[config.mk]
export PLATFORM = sky130hd
export DESIGN_NAME = timing_counter
export DESIGN_NICKNAME = d
export VERILOG_FILES = /design/src/rtl/timing_counter.sv
export SDC_FILE = /design/constraint.sdc
export NUM_CORES = 1
export LEC_CHECK = 0
export ABC_AREA = 1
export CAP_MARGIN = 5
export CORE_MARGIN = 3
export CORE_UTILIZATION = 30
export DETAILED_ROUTE_END_ITERATION = 6
export REMOVE_ABC_BUFFERS = 1
export SLEW_MARGIN = 20
export SYNTH_ARGS = -nofsm -noshare
export SYNTH_HDL_FRONTEND = slang
export SYNTH_SLANG_ARGS = --single-unit
[constraint.sdc]
create_clock -name clk -period 2.1 [get_ports clk]
set_input_delay 0.42 -clock clk [delete_from_list [all_inputs] [get_ports clk]]
set_output_delay 0.42 -clock clk [all_outputs]
set_load 0.01 [all_outputs]
[src/rtl/timing_counter.sv]
// timing_counter: free-running horizontal/vertical raster counter.
//
// Produces the pixel column/line position for the sync generator and the
// renderers, and the blanking/data-enable flags that go with it. It also
// produces one-clock line and frame start pulses. Everything advances only
// on cycles where pix_ce is high.
//
// Optional feature: define TIMING_FRAME_CNT_EN to add a 16-bit frame counter
// output (frame_cnt). It increments on the same edge that raises frame_start.
//
// Ports:
//   clk          in   system clock, rising edge
//   rst_n        in   synchronous reset, active-low (priority over pix_ce)
//   pix_ce       in   pixel clock-enable
//   hcount       out  current pixel column, 0..H_TOTAL-1
//   vcount       out  current line, 0..V_TOTAL-1
//   hblank       out  hcount >= H_ACTIVE
//   vblank       out  vcount >= V_ACTIVE
//   de           out  !hblank && !vblank
//   line_start   out  one-clock pulse on the ce-cycle entering hcount==0
//   frame_start  out  one-clock pulse on the ce-cycle entering (0,0)
//   frame_cnt    out  completed-frame counter (TIMING_FRAME_CNT_EN only)
module timing_counter #(
    parameter int unsigned H_ACTIVE = 1024,
    parameter int unsigned H_TOTAL  = 1344,
    parameter int unsigned V_ACTIVE = 768,
    parameter int unsigned V_TOTAL  = 806,
    parameter int unsigned WIDTH    = 11
) (
    input  logic             clk,
    input  logic             rst_n,
    input  logic             pix_ce,
    output logic [WIDTH-1:0] hcount,
    output logic [WIDTH-1:0] vcount,
    output logic             hblank,
    output logic             vblank,
    output logic             de,
    output logic             line_start,
    output logic             frame_start
`ifdef TIMING_FRAME_CNT_EN
    ,
    output logic [15:0]      frame_cnt
`endif
);

    localparam longint unsigned COUNT_CAP = 64'(1) << WIDTH;

    // Reject timing parameters the counters cannot represent.
    if (H_TOTAL <= H_ACTIVE) begin : g_bad_h_total
        $error("timing_counter: H_TOTAL must exceed H_ACTIVE");
    end
    if (V_TOTAL <= V_ACTIVE) begin : g_bad_v_total
        $error("timing_counter: V_TOTAL must exceed V_ACTIVE");
    end
    if (64'(H_TOTAL) > COUNT_CAP || 64'(V_TOTAL) > COUNT_CAP) begin : g_bad_width
        $error("timing_counter: WIDTH too small for H_TOTAL/V_TOTAL");
    end

    localparam logic [WIDTH-1:0] H_LAST  = WIDTH'(H_TOTAL - 1);
    localparam logic [WIDTH-1:0] V_LAST  = WIDTH'(V_TOTAL - 1);
    localparam logic [WIDTH-1:0] H_BLANK = WIDTH'(H_ACTIVE);
    localparam logic [WIDTH-1:0] V_BLANK = WIDTH'(V_ACTIVE);

    logic [WIDTH-1:0] r_hcount;
    logic [WIDTH-1:0] r_vcount;
    logic             r_hblank;
    logic             r_vblank;
    logic             r_de;
    logic             r_line_start;
    logic             r_frame_start;

    logic             w_h_wrap;
    logic             w_v_wrap;
    logic [WIDTH-1:0] w_hcount_nxt;
    logic [WIDTH-1:0] w_vcount_nxt;
    logic             w_hblank_nxt;
    logic             w_vblank_nxt;

    // Next position. Wrap is explicit at TOTAL-1, never by counter overflow.
    always_comb begin
        w_h_wrap     = (r_hcount == H_LAST);
        w_v_wrap     = (r_vcount == V_LAST);
        w_hcount_nxt = r_hcount + WIDTH'(1);
        w_vcount_nxt = r_vcount;
        if (w_h_wrap) begin
            w_hcount_nxt = '0;
            w_vcount_nxt = w_v_wrap ? '0 : (r_vcount + WIDTH'(1));
        end
        // Flags come from the next position so they line up with the counters.
        w_hblank_nxt = (w_hcount_nxt >= H_BLANK);
        w_vblank_nxt = (w_vcount_nxt >= V_BLANK);
    end

    // Counters, flags and start pulses.
    always_ff @(posedge clk) begin
        if (!rst_n) begin
            r_hcount      <= '0;
            r_vcount      <= '0;
            r_hblank      <= 1'b0;
            r_vblank      <= 1'b0;
            r_de          <= 1'b1;
            r_line_start  <= 1'b0;
            r_frame_start <= 1'b0;
        end else if (pix_ce) begin
            r_hcount      <= w_hcount_nxt;
            r_vcount      <= w_vcount_nxt;
            r_hblank      <= w_hblank_nxt;
            r_vblank      <= w_vblank_nxt;
            r_de          <= !w_hblank_nxt && !w_vblank_nxt;
            r_line_start  <= w_h_wrap;
            r_frame_start <= w_h_wrap && w_v_wrap;
        end else begin
            // Pulses are one clock wide even when pix_ce is sparse.
            r_line_start  <= 1'b0;
            r_frame_start <= 1'b0;
        end
    end

    assign hcount      = r_hcount;
    assign vcount      = r_vcount;
    assign hblank      = r_hblank;
    assign vblank      = r_vblank;
    assign de          = r_de;
    assign line_start  = r_line_start;
    assign frame_start = r_frame_start;

`ifdef TIMING_FRAME_CNT_EN
    logic [15:0] r_frame_cnt;

    // Counts frame_start events; wraps naturally from 16'hFFFF to 0.
    always_ff @(posedge clk) begin
        if (!rst_n) begin
            r_frame_cnt <= '0;
        end else if (pix_ce && w_h_wrap && w_v_wrap) begin
            r_frame_cnt <= r_frame_cnt + 16'd1;
        end
    end

    assign frame_cnt = r_frame_cnt;
`endif

endmodule

* Word level (Yosys, flattened, before mapping)
Cells that the tools add are included.
Widths: inputs -> output; s select.
** Word-level totals
- Register bits after elaboration :: 27
- Word-level logic and storage cells :: 21
** Cells by class
- Add/sub/neg operators :: 2
- Order comparisons :: 2
- Eq/ne operators :: 2
- Mux-type cells :: 3
- Reduce and logical (&&, ||, !) cells :: 5
** Operator list (count)
- $mux 11 :: 3
- $add 11x1->11 const B :: 2
- $eq 11x10->1 const B :: 1
- $eq 11x11->1 const B :: 1
- $ge 11x10->1 const B :: 1
- $ge 11x11->1 const B :: 1
- $logic_and 1x1->1 :: 2
- $logic_not 1->1 :: 2
- $reduce_and 2->1 :: 1

* Depth between registers and ports, before layout
- Word-level depth :: 6
- Gate-level depth with buffers :: 12

* Worst setup path before layout
OpenSTA, ideal clock, no wires.
- Kind :: register to register
- Start :: register r_hcount[0], in the netlist hcount[0]
- End :: register r_vblank, in the netlist vblank
- Setup time :: 0.109 ns
- Data arrival time :: 1.434 ns
- Required time :: 1.991 ns
- Setup slack :: 0.557 ns
- Stages on the path, launching flop included :: 13
- Path buffers :: 0
- Period minus slack after synthesis :: 1.543 ns
- Cell sequence :: dfxtp_1 -> ha_1 -> nand3_2 -> inv_1 -> nand2_1 -> nor2_1 -> nand2_1 -> nor2_1 -> nand2_1 -> nand2_1 -> nand3_1 -> nand2_1 -> inv_1
** Between the ends
- Longest elaborated chain between the ends :: 3
** Ends and longest elaborated chain
- from (decl) :: line 64 : logic [WIDTH-1:0] r_hcount;
- from (signal assigned) :: line 105 : r_hcount <= w_hcount_nxt;
- $eq 11x11->1 :: line 81 : w_h_wrap = (r_hcount == H_LAST);
- $mux 11 :: line 85 : if (w_h_wrap) begin
- $ge 11x10->1 :: line 91 : w_vblank_nxt = (w_vcount_nxt >= V_BLANK);
- to (signal assigned) :: line 108 : r_vblank <= w_vblank_nxt;
- to (decl) :: line 67 : logic r_vblank;
Every way passes these cells.
A chain may end at the register's enable or synchronous reset.

* Worst setup path in the final report
- Start :: register r_hcount[3], in the netlist hcount[3]
- End :: output hcount[3]
** RTL lines
- to (decl) :: line 33 : output logic [WIDTH-1:0] hcount,
No word-level cell between the ends.

==> impl_results.md <==
- Netlist cell types: 29
- Maximum VDD drop: approximately 0.23 mV
- Status: completed
- DR vias: around 1300
- Post-route minimum period: ~1.8 ns
- Syn Inst Count: 197
- First-pass GRT wire length: ~5600 um
- Worst r2r src: hcount[1]
- WS Path Type: reg -> out
- Crit path capture type: primary output
- Max-cap violations: 0
- Post-Layout Cell Count: between 200 and 300
- PnR worst setup slack: 0.342 ns
- # setup viols final: 0
- Clk_lat worst skew: 0.27 ns
- Top-area cell type share of the netlist area: 0.393
- Die area: 5430 um2
- Worst-path maximum fanout: 6
- CTS Buf Count: 3
- Buffers and inverters on the worst path: 1
- IO Pins: 30
- End of the worst hold path: hcount[5]
- Clk_skew: between 0.002 and 0.003 ns
- Final #Nets: about 240
- Largest area contributor in the netlist: dfxtp_1
- Fin. Hold Viols: 0
- Post-cts resize count: 0
- TritonCTS clock tree: done
- Area taken by multi-input logic gates: ~730 um2
- Final Wtd Congestion: approximately 0.84
- Depth of the worst hold-timing path: 2
- Cts hold-fix bufs: 0
- Cells after DPL: 280
- Setup bufs post-CTS: 0
- Least-Margin Pin Slew: 0.347 ns
- Worst hold path type: reg -> reg
- Setup TNS: 0 ns
- R2R cell count: 12
- Warnings, synthesis: 0
- Vias per cell: roughly 4.5
- Initial antenna violation count: 0
- Vias in the first global route: approximately 1300
- Clock H-tree levels: 1
- Ant diodes: 0
- Synth area leaders: dfxtp_1 39%, nand2_1 11%, nor2_1 9.0%, inv_1 6.8%, nand3_1 5.5%
- Router iterations before antenna repair: 4
- Clock tree sinks: 27
- Per-cell routed wire length: around 11 um
- Share of layout cells above drive strength 1: 0.0897
- Final Max Slew Viols: 0
- Reg2reg setup slack: 0.40 ns
- Final ANT Viol Nets: 0
- Register area: 541 um2
- WL final: 3130 um
- Core Region: ~4200 um2
- GRT overflow: 0
- Slew headroom: 0.766
- PortBufs: 29
- Syn avg cell area: 6.97 um2
- P per Cell Area: just over 500 nW/um2
- Hold_sp: hcount[5]
- Die Ht: between 70 and 80 um
- Core Rows: 23
- CP top delay family: buffers and inverters
- Total power: just over 900 uW
- Clock Pin Slew Worst Setup and Hold Paths: approximately 0.090 ns
- Most frequent cells in the layout: 42 x nand2_1, 33 x nor2_1, 29 x clkdlybuf4s50_1, 27 x dfxtp_1, 25 x inv_1
- Slowest-stage cell, CP: clkdlybuf4s50_1
- Root Driver: clkbuf_8
- Setup WS pre-CTS: approximately 0.16 ns
- Crit path DAT: approximately 1.3 ns
- Initial core utilization: 0.327
- Crit share post-route: 0.837
- Clk buf depth: 2
- Total GRT Usage: 0.129
- Worst endpoint required time: between 1.5 and 2 ns
- DR iter-0 viols: between 50 and 60
- Fillers: between 400 and 500
- DPL Wire Length: between 2000 and 3000 um
- Area Overhead vs Synth: 31.7%
- CP Launch Type: flip-flop
- Die width: between 70 and 80 um
- RSZ-0062 raised after global routing: no
- Largest net degree at the start of global routing: 15
- Fmax achieved: approximately 570 MHz
- Post-synthesis sequential area ratio: 0.393
- P_leak: 0.725 nW
- Post-Layout Inst Area: between 1500 and 2000 um2
- Critical path's largest stage delay: just under 0.6 ns
- Worst-path cell chain: clkdlybuf4s50_1
- Most common cell after layout, fill and taps aside: nand2_1
- DRC: 0
- Yosys reg bits: 27
- Synth Cell Area: approximately 1400 um2
- RR Endpoint: vblank
- Dpl cell area: ~1800 um2
## report_power, final
| part | internal [mW] | switching (mW) |
|---|---|---|
| combinational | 0.0456 | 0.0482 |
| clock | 0.136 | 0.162 |
| sequential | 0.524 | 0.0122 |
| total | 0.706 | 0.222 |
## metrics by stage
stage,hold WS (ns),utilization
6_report,0.469,0.431
5_1_grt,0.494,0.431
4_1_cts,0.469,0.431
3_5_place_dp,0.456,0.420
3_3_place_gp,0.456,0.420
2_1_floorplan,0.477,-
## final cells by class
class | instances | area share
multi-input cells | 142 | 0.402
repair buffers | 35 | 0.185
clock buffers | 4 | 0.0249
inverters | 26 | 0.0539
well taps | 50 | 0.0346
flip-flops and latches | 27 | 0.299
## how the worst max path moves through the flow
stage	end	startpoint	cells after the start	slack (ns)
floorplan	vcount[4]	hcount[0]	8	0.56
global placement	hcount[8]	pix_ce	8	0.18
detailed placement	hcount[8]	pix_ce	8	0.16
CTS	hcount[3]	hcount[3]	1	0.32
global route	hcount[8]	pix_ce	8	0.16
finish	hcount[3]	hcount[3]	1	0.34
## Yosys cell counts
| master | instances |
|---|---|
| nand2_1 | 42 |
| nor2_1 | 33 |
| dfxtp_1 | 27 |
| inv_1 | 25 |
| nand3_1 | 15 |
| a21oi_1 | 14 |
| o21ai_0 | 7 |
| nor3_1 | 5 |
| ha_1 | 3 |
| xor2_1 | 3 |
| a31oi_1 | 2 |
| clkbuf_1 | 2 |
| nor2_4 | 2 |
| xnor2_1 | 2 |
| a2111oi_0 | 1 |
| a211oi_1 | 1 |
| a21oi_2 | 1 |
| inv_2 | 1 |
| nand2_2 | 1 |
| nand2_4 | 1 |
| nand3_2 | 1 |
| nand4_2 | 1 |
| nor2_2 | 1 |
| nor2_8 | 1 |
| nor3_2 | 1 |
| nor4_1 | 1 |
| o21ai_1 | 1 |
| or2_0 | 1 |
| or2_2 | 1 |
## layer usage
layer | global-route usage | up-vias | part of all wire
met3 | 0.0205 | 4 | 0.034
met5 | 0 | - | 0
li1 | - | 705 | -
met2 | 0.200 | 20 | 0.43
met1 | 0.182 | 556 | 0.53
met4 | 0.0423 | 0 | 0.014
## cell families (layout without fill, tap and decap cells)
logic type | after synthesis | after routing | share of synthesized area
simple gates | 107 | 107 | 0.363
compound gates | 27 | 27 | 0.107
fa+ha+maj | 3 | 3 | 0.0273
xor+xnor | 5 | 5 | 0.0319
flops | 27 | 27 | 0.393
buf+inv | 28 | 65 | 0.0765
## sequential cells by signal, indices dropped and copies added, names as in the netlist
name and flops:
hblank 1, frame_start 1, hcount 11, vcount 11, de 1, vblank 1, line_start 1
Note: power is estimated with default switching activity, not from simulation.
